## src/rtl/fft64_frame_sched.sv

```systemverilog
// Frame scheduler: buffers two complex sample streams into 64-entry frames,
// bursts full frames to fft64 round-robin, and tags returning fft64 frames
// with their source channel.
module fft64_frame_sched #(
    parameter int unsigned DW      = 10,
    parameter int unsigned MAX_OUT = 2,
    parameter int unsigned GAP     = 4
) (
    input  logic          clk,
    input  logic          rst,
    input  logic          s0_valid,
    output logic          s0_ready,
    input  logic [DW-1:0] s0_re,
    input  logic [DW-1:0] s0_im,
    input  logic          s1_valid,
    output logic          s1_ready,
    input  logic [DW-1:0] s1_re,
    input  logic [DW-1:0] s1_im,
    output logic [DW-1:0] fft_din_re,
    output logic [DW-1:0] fft_din_im,
    output logic          fft_din_valid,
    input  logic          fft_dout_valid,
    output logic          out_chan,
    output logic          out_last,
    output logic          busy,
    output logic          err
);

    localparam int unsigned DEPTH = 64;
    localparam int unsigned AW    = 6;
    localparam int unsigned SW    = 2 * DW;
    localparam int unsigned OW    = 3;
    localparam int unsigned GW    = 4;
    localparam int unsigned TD    = 4;
    localparam int unsigned TPW   = 2;

    typedef enum logic [1:0] {
        ST_IDLE = 2'd0,
        ST_SEND = 2'd1,
        ST_GAP  = 2'd2
    } state_t;

    // Frame buffers and write side
    logic [SW-1:0] mem0 [DEPTH];
    logic [SW-1:0] mem1 [DEPTH];
    logic [AW-1:0] wptr0_q, wptr1_q;
    logic          full0_q, full1_q;
    logic          wr0_c, wr1_c;
    logic          clr0_c, clr1_c;

    // Arbiter / burst state
    state_t        state_q, state_d;
    logic [AW-1:0] addr_q, addr_d;
    logic [GW-1:0] gap_q, gap_d;
    logic          grant_q, grant_d;
    logic          last_grant_q, last_grant_d;
    logic          din_valid_q, din_valid_d;
    logic [DW-1:0] din_re_q, din_re_d;
    logic [DW-1:0] din_im_q, din_im_d;
    logic          push_c;
    logic          gsel_c;
    logic [SW-1:0] rd_word_c;

    // Output tagging
    logic [OW-1:0]  outstanding_q, outstanding_d;
    logic [AW-1:0]  beat_q;
    logic           err_q;
    logic           tag_q [TD];
    logic [TPW-1:0] tag_wptr_q, tag_rptr_q;
    logic           beat_ok_c, pop_c, stray_c;

    assign s0_ready = ~full0_q;
    assign s1_ready = ~full1_q;
    assign wr0_c    = s0_valid & ~full0_q;
    assign wr1_c    = s1_valid & ~full1_q;

    // Write pointers and full flags; a burst finishing clears its flag
    always_ff @(posedge clk) begin
        if (rst) begin
            wptr0_q <= '0;
            wptr1_q <= '0;
            full0_q <= 1'b0;
            full1_q <= 1'b0;
        end else begin
            if (wr0_c) begin
                wptr0_q <= wptr0_q + AW'(1);
                if (wptr0_q == AW'(DEPTH - 1)) full0_q <= 1'b1;
            end else if (clr0_c) begin
                full0_q <= 1'b0;
            end
            if (wr1_c) begin
                wptr1_q <= wptr1_q + AW'(1);
                if (wptr1_q == AW'(DEPTH - 1)) full1_q <= 1'b1;
            end else if (clr1_c) begin
                full1_q <= 1'b0;
            end
        end
    end

    // Sample storage (contents are don't-care after reset)
    always_ff @(posedge clk) begin
        if (wr0_c) mem0[wptr0_q] <= {s0_re, s0_im};
        if (wr1_c) mem1[wptr1_q] <= {s1_re, s1_im};
    end

    assign rd_word_c = grant_q ? mem1[addr_q] : mem0[addr_q];

    // Arbiter state and burst output registers
    always_ff @(posedge clk) begin
        if (rst) begin
            state_q      <= ST_IDLE;
            addr_q       <= '0;
            gap_q        <= '0;
            grant_q      <= 1'b0;
            last_grant_q <= 1'b1;
            din_valid_q  <= 1'b0;
            din_re_q     <= '0;
            din_im_q     <= '0;
        end else begin
            state_q      <= state_d;
            addr_q       <= addr_d;
            gap_q        <= gap_d;
            grant_q      <= grant_d;
            last_grant_q <= last_grant_d;
            din_valid_q  <= din_valid_d;
            din_re_q     <= din_re_d;
            din_im_q     <= din_im_d;
        end
    end

    // Next-state: grant a full buffer, stream 64 words, then hold off GAP cycles
    always_comb begin
        state_d      = state_q;
        addr_d       = addr_q;
        gap_d        = gap_q;
        grant_d      = grant_q;
        last_grant_d = last_grant_q;
        din_valid_d  = 1'b0;
        din_re_d     = din_re_q;
        din_im_d     = din_im_q;
        push_c       = 1'b0;
        gsel_c       = 1'b0;
        clr0_c       = 1'b0;
        clr1_c       = 1'b0;
        case (state_q)
            ST_IDLE: begin
                if ((full0_q | full1_q) && (outstanding_q < OW'(MAX_OUT))) begin
                    gsel_c       = (full0_q & full1_q) ? ~last_grant_q : full1_q;
                    grant_d      = gsel_c;
                    last_grant_d = gsel_c;
                    push_c       = 1'b1;
                    addr_d       = '0;
                    state_d      = ST_SEND;
                end
            end
            ST_SEND: begin
                din_valid_d = 1'b1;
                din_re_d    = rd_word_c[SW-1:DW];
                din_im_d    = rd_word_c[DW-1:0];
                addr_d      = addr_q + AW'(1);
                if (addr_q == AW'(DEPTH - 1)) begin
                    clr0_c  = ~grant_q;
                    clr1_c  = grant_q;
                    gap_d   = '0;
                    state_d = (GAP == 0) ? ST_IDLE : ST_GAP;
                end
            end
            ST_GAP: begin
                gap_d = gap_q + GW'(1);
                if (gap_q == GW'(GAP - 1)) state_d = ST_IDLE;
            end
            default: state_d = ST_IDLE;
        endcase
    end

    assign beat_ok_c     = fft_dout_valid & (outstanding_q != '0);
    assign pop_c         = beat_ok_c & (beat_q == AW'(DEPTH - 1));
    assign stray_c       = fft_dout_valid & (outstanding_q == '0);
    assign outstanding_d = outstanding_q + OW'(push_c) - OW'(pop_c);

    // Tag FIFO, outstanding count, beat counter and sticky error
    always_ff @(posedge clk) begin
        if (rst) begin
            outstanding_q <= '0;
            beat_q        <= '0;
            err_q         <= 1'b0;
            tag_wptr_q    <= '0;
            tag_rptr_q    <= '0;
            for (int i = 0; i < int'(TD); i++) tag_q[i] <= 1'b0;
        end else begin
            outstanding_q <= outstanding_d;
            err_q         <= err_q | stray_c;
            if (beat_ok_c) beat_q <= beat_q + AW'(1);
            if (push_c) begin
                tag_q[tag_wptr_q] <= gsel_c;
                tag_wptr_q        <= tag_wptr_q + TPW'(1);
            end
            if (pop_c) tag_rptr_q <= tag_rptr_q + TPW'(1);
        end
    end

    assign fft_din_valid = din_valid_q;
    assign fft_din_re    = din_re_q;
    assign fft_din_im    = din_im_q;
    assign out_chan      = tag_q[tag_rptr_q];
    assign out_last      = pop_c;
    assign err           = err_q;
    assign busy          = (state_q != ST_IDLE) | (outstanding_q != '0);

endmodule

```

## config.mk

```make
export PLATFORM = sky130hd
export DESIGN_NAME = fft64_frame_sched
export DESIGN_NICKNAME = d
export VERILOG_FILES = /design/src/rtl/fft64_frame_sched.sv
export SDC_FILE = /design/constraint.sdc
export NUM_CORES = 2
export LEC_CHECK = 0
export CORE_MARGIN = 1
export CORE_UTILIZATION = 43
export CTS_CLUSTER_SIZE = 20
export DETAILED_ROUTE_END_ITERATION = 12
export SYNTH_ARGS = -nofsm -noshare
export SYNTH_HDL_FRONTEND = slang
export SYNTH_SLANG_ARGS = --single-unit
```

## constraint.sdc

```tcl
create_clock -name clk -period 3.9 [get_ports clk]
set_clock_uncertainty 0.15 [all_clocks]
set_input_delay 0.78 -clock clk [delete_from_list [all_inputs] [get_ports clk]]
set_output_delay 0.78 -clock clk [all_outputs]
set_load 0.005 [all_outputs]
```

-- Word level (Yosys, flattened, before mapping)
Memories as Yosys holds them, arrays and structs flattened. A register that Yosys moved wholly into a read port is not among the register bits.
Cells that the tools add are included.
- flip-flop bits (word level): 63
- bits in writable memories: 2564
- input port bits: 45
- output and inout bits: 27
- word-level logic and storage cells: 114
- memories kept: 3
- $add $sub $neg: 9
- $lt $le $gt $ge: 1
- equality and inequality tests: 12
- mux-type cells: 43
- bitwise logic cells: 13
- reduce and logical (&&, ||, !) cells: 16
- memory list (memory ; words ; width ; read ports ; clocked after Yosys merged registers in ; wr ports ; line ; text):
    mem0 ; 64 ; 20 ; 1 ; 1 ; 1 ; 44 ; logic [SW-1:0] mem0 [DEPTH];
    mem1 ; 64 ; 20 ; 1 ; 1 ; 1 ; 45 ; logic [SW-1:0] mem1 [DEPTH];
    tag_q ; 4 ; 1 ; 1 ; 1 ; 4 ; 68 ; logic tag_q [TD];
- operators by type and width (operator ; number):
    $mux 6 ; 5
    $mux 1 ; 27
    $add 6x1->6 const B ; 4
    $eq 6x6->1 const B ; 4
    $mux 20 ; 1
    $mux 2 ; 6
    $pmux 6 s2 ; 1
    $reduce_and 2->1 ; 5
    $reduce_bool 2->1 ; 5
    $pmux 4 s2 ; 1
    $and 1x1->1 ; 6
    $ne 2x2->1 const B ; 3
    $pmux 2 s3 ; 1
    $add 2x1->2 const B ; 2
    $add 4x1->4 const B ; 1
    $eq 4x2->1 const B ; 1
    $mux 4 ; 1
    $ne 2x1->1 const B ; 2
    $not 1->1 ; 4
    $add 3x1->3 ; 1
    $logic_not 3->1 ; 1
    $lt 3x2->1 const B ; 1
    $or 1x1->1 ; 3
    $reduce_and 3->1 ; 1
    other kinds (7) ; 7

-- Depth between registers and ports, before layout
- depth in word-level cells: 9
- gate-level depth with buffers: 13
- mapped depth without buffers: 9

-- Worst setup path after synthesis
No wires, ideal clock.
- path kind: input port to flip-flop
- start: in s1_valid
- end: mem mem1[21][0] (netlist name) (enable)
- library setup time: 0.422 ns
- arrival time: 2.950 ns
- required time: 3.328 ns
- setup slack: 0.377 ns
- cell stages on the path: 4
- buffers on the path: 1
- path through: nor2b_1 -> clkbuf_1 -> nand3_1 -> nor3_1
- longest elaborated chain between the ends: 3
- ends and longest elaborated chain (what ; line ; text):
    from (decl) ; 15 ; input logic s1_valid,
    $and 1x1->1 ; 75 ; assign wr1_c = s1_valid & ~full1_q;
    $mux 1 ; 103 ; if (wr1_c) mem1[wptr1_q] <= {s1_re, s1_im};
    $mux 1 (implied by the code) ; 103 ;
    to (decl) ; 45 ;
No other way between the ends.

==> summary.txt <==
Cells and area
  – Synth-to-layout area growth: 15.8%
  – Multi-input gate area: 0.0219 mm2
  – Fill cell count: 18.9k
  – Ratio of cells with drive above 1 in the final layout: 24.0%
  – Nets@finish: 5633
  – Final non-filler cell total: 8930
  – Register area: 0.0784 mm2

Logic synthesis
  – Top-count cell post-synth: edfxtp_1
  – FFs w/ async S/R, synth: 0%
  – Most instantiated cells after synthesis: edfxtp_1, mux2i_1, mux4_2, nor2_1, a22oi_1
  – Largest cells by area after synthesis: edfxtp_1, mux4_2, mux2i_1
  – Syn Area/Cell: 19.9 um2
  – Post-synthesis register bit count: 2635
  – Yosys Warn Count: 0
  – EDFF count, synth: 2564
  – Post-synth top area share: 75.8%
  – Post-synth net total: 5152
  – Post-synthesis instance total: 5098
  – Seq/Total Area, Yosys: 77.2%
  – Yosys cell types: 61
  – Synth Flop Type: edfxtp_1
  – Dominant cell type by area after synthesis: edfxtp_1
  – Mapped cell area: 0.102 mm2

Worst setup path
  – CP Class: flop to flop
  – Critical Path AT: 4.31 ns
  – FF-to-FF path depth: 9
  – Worst setup EP type: flop
  – Critical Path RT: 4.53 ns
  – CP startpoint kind: flop
  – Crit path max fanout: 32

Power
  – Pwr Density: 488 mW/mm2
  – P_sw: 11.2 mW
  – Max VDD drop: 0.000419 V
  – Cell-internal power: 46.2 mW
  – Total power draw: 57.4 mW
  – Sw Ratio: 19.5%
  – Part of the power in the clock network: 44.2%
  – Leak: 35.8 nW
  – Share of power burned in registers: 54.3%
  – Logic pwr share: 1.5%

Timing
  – Final Max Slew Viols: 0
  – Rel. slew slack: 12.1%
  – Final period utilization: 94.6%
  – Smallest hold slack: 0.105 ns
  – Worst setup margin: 0.212 ns
  – Measured slew at the worst slew-check pin: 1.32 ns
  – Fmax achieved: 0.271 GHz
  – Final hold violations: 0
  – RSZ-0062 raised after global routing: no
  – Total negative slack: 0 ns
  – Minimum clock period after layout: 3.69 ns
  – # setup viols final: 0

Route
  – Vias per std cell: 5.84
  – Wire per inst: 30.4 um
  – Remaining DRCs: 0
  – Iter 0 DRT Violations: 5723
  – Final wirelength: 272000 um
  – Detailed-route via count: 52.2k
  – First drt pass iteration count: 6
  – Post-DRT Antenna Nets: 0

Clocking
  – CTS sink count: 2635
  – CTS Buf Count: 283
  – Clk buf depth: 4
  – CTS Hold Bufs: 0
  – H-tree depth: 5
  – Worst-path clk slew: 0.06 ns
  – CTS tree: built
  – Root Driver: clkbuf_16
  – Latest clock arrival within the worst-skew pair: 0.93 ns

Die
  – Die height: 488 um
  – Die X: 488 um
  – IO Count: 72
  – Die footprint: 0.238 mm2
  – Initial Util: 43.2%
  – Core Rows: 178
  – Core box area: 0.235 mm2

Global routing
  – First-pass GRT wire length: 386000 um
  – Overall Global Routing Usage: 22.8%
  – Initial antenna violation count: 9
  – Vias in the first global route: 51.5k
  – Largest net degree at the start of global routing: 65
  – Grt total ovfl: 0

Worst hold path
  – Hold depth: 1
  – Hold WC Path Type: input pin to flop

Flow run
  – Max Cap Viol: 0

Placed design
  – GPL Wtd Cong: 0.853
  – Hpwl dp: 168000 um
  – I/O Buffers: 71
  – Pre-CTS setup slack: -0.151 ns
  – Placed insts: 8444

Outcome
  – Status: finished clean
[repair_timing]
action | in CTS | in global routing
setup endpoints to repair | 1 | 0
resized for setup | 1 | 0
setup buffers | 0 | 0
[kinds of logic after synthesis]
kind of cell | count (synthesis) | share of synthesized area (%)
AO/OA/AOI/OAI | 625 | 4.18
XOR/XNOR | 18 | 0.155
adder cells (fa/ha/maj) | 9 | 0.118
buffers and inverters | 316 | 1.57
flip-flops | 2635 | 77.2
multiplexers | 954 | 14.3
AND/OR/NAND/NOR | 541 | 2.42
[metrics by stage]
| stage | instance area, um2 | util [%] |
|---|---|---|
| floorplan | 102000 | - |
| global placement | 109000 | 46.4 |
| detailed placement | 109000 | 46.4 |
| global route | 118000 | 50.0 |
| finish | 118000 | 50.0 |
| CTS | 118000 | 50.0 |
[layout make-up]
type,count,share of cell area [%]
clock inverter,91,0.662
timing repair buffer,492,3.93
sequential,2635,66.7
tap,3150,3.35
inverter,20,0.0660
clock buffer,385,6.66
antenna,10,0.0213
multi-input combinational,2147,18.6
[final timing paths]
| path | slack (ns) | end | start |
|---|---|---|---|
| max | 0.21 | fft_din_re[2]$_SDFFE_PP0P_ | flop |
| min | 0.10 | mem0[23][10]$_DFFE_PP_ | s0_re[0] |
| max reg2reg | 0.21 | fft_din_re[2]$_SDFFE_PP0P_ | flop |
| min reg2reg | 0.32 | err$_SDFF_PP0_ | err$_SDFF_PP0_ |
[power by group through the flow]
stage               registers (mW)  clock network [mW]  logic [mW]
floorplan                     31.8                   0       0.155
global placement              31.8                   0       0.825
detailed placement            31.8                   0       0.854
CTS                           31.2                25.7       0.853
global route                  31.2                26.8       0.890
finish                        31.2                25.4       0.834
[worst max-delay path, cell delays in order, from the launching register on]
cell and delay (ns):
dfxtp_4 0.76, buf_12 0.32, buf_4 0.41, buf_4 0.29
mux4_2 0.33, o22ai_1 0.17, nor4_1 0.08, buf_4 0.17
o22ai_1 0.58, a211oi_1 0.16
[cell usage in the layout (no fill, tap or decap), types with 35 or more instances in the layout]
cell	count
clkinv_1	41
clkbuf_1	77
o22ai_1	96
buf_4	346
buf_12	76
dfxtp_1	67
a21oi_1	116
edfxtp_1	2564
clkbuf_16	293
nor2_2	121
nor2_1	104
a31oi_1	35
a211oi_1	42
mux4_2	398
nand2_1	142
buf_2	40
a22oi_1	173
o21ai_0	46
mux2i_1	542
[sequential cells by signal, indices dropped and copies added, names as in the netlist, 2 cells and up, named ones only]
signal / flops
addr_q: 6
beat_q: 6
fft_din_im: 10
fft_din_re: 10
gap_q: 4
mem0: 1280
mem1: 1280
outstanding_q: 3
state_q: 2
tag_q: 4
tag_rptr_q: 2
tag_wptr_q: 2
wptr0_q: 6
wptr1_q: 6
[metal layers]
layer	track usage, %	share of wire, %
met5	0	0.0096
met2	36.9	49
met4	6.96	2.9
met3	3.51	6.8
met1	31.8	41
Note: power is estimated with default switching activity, not from simulation.
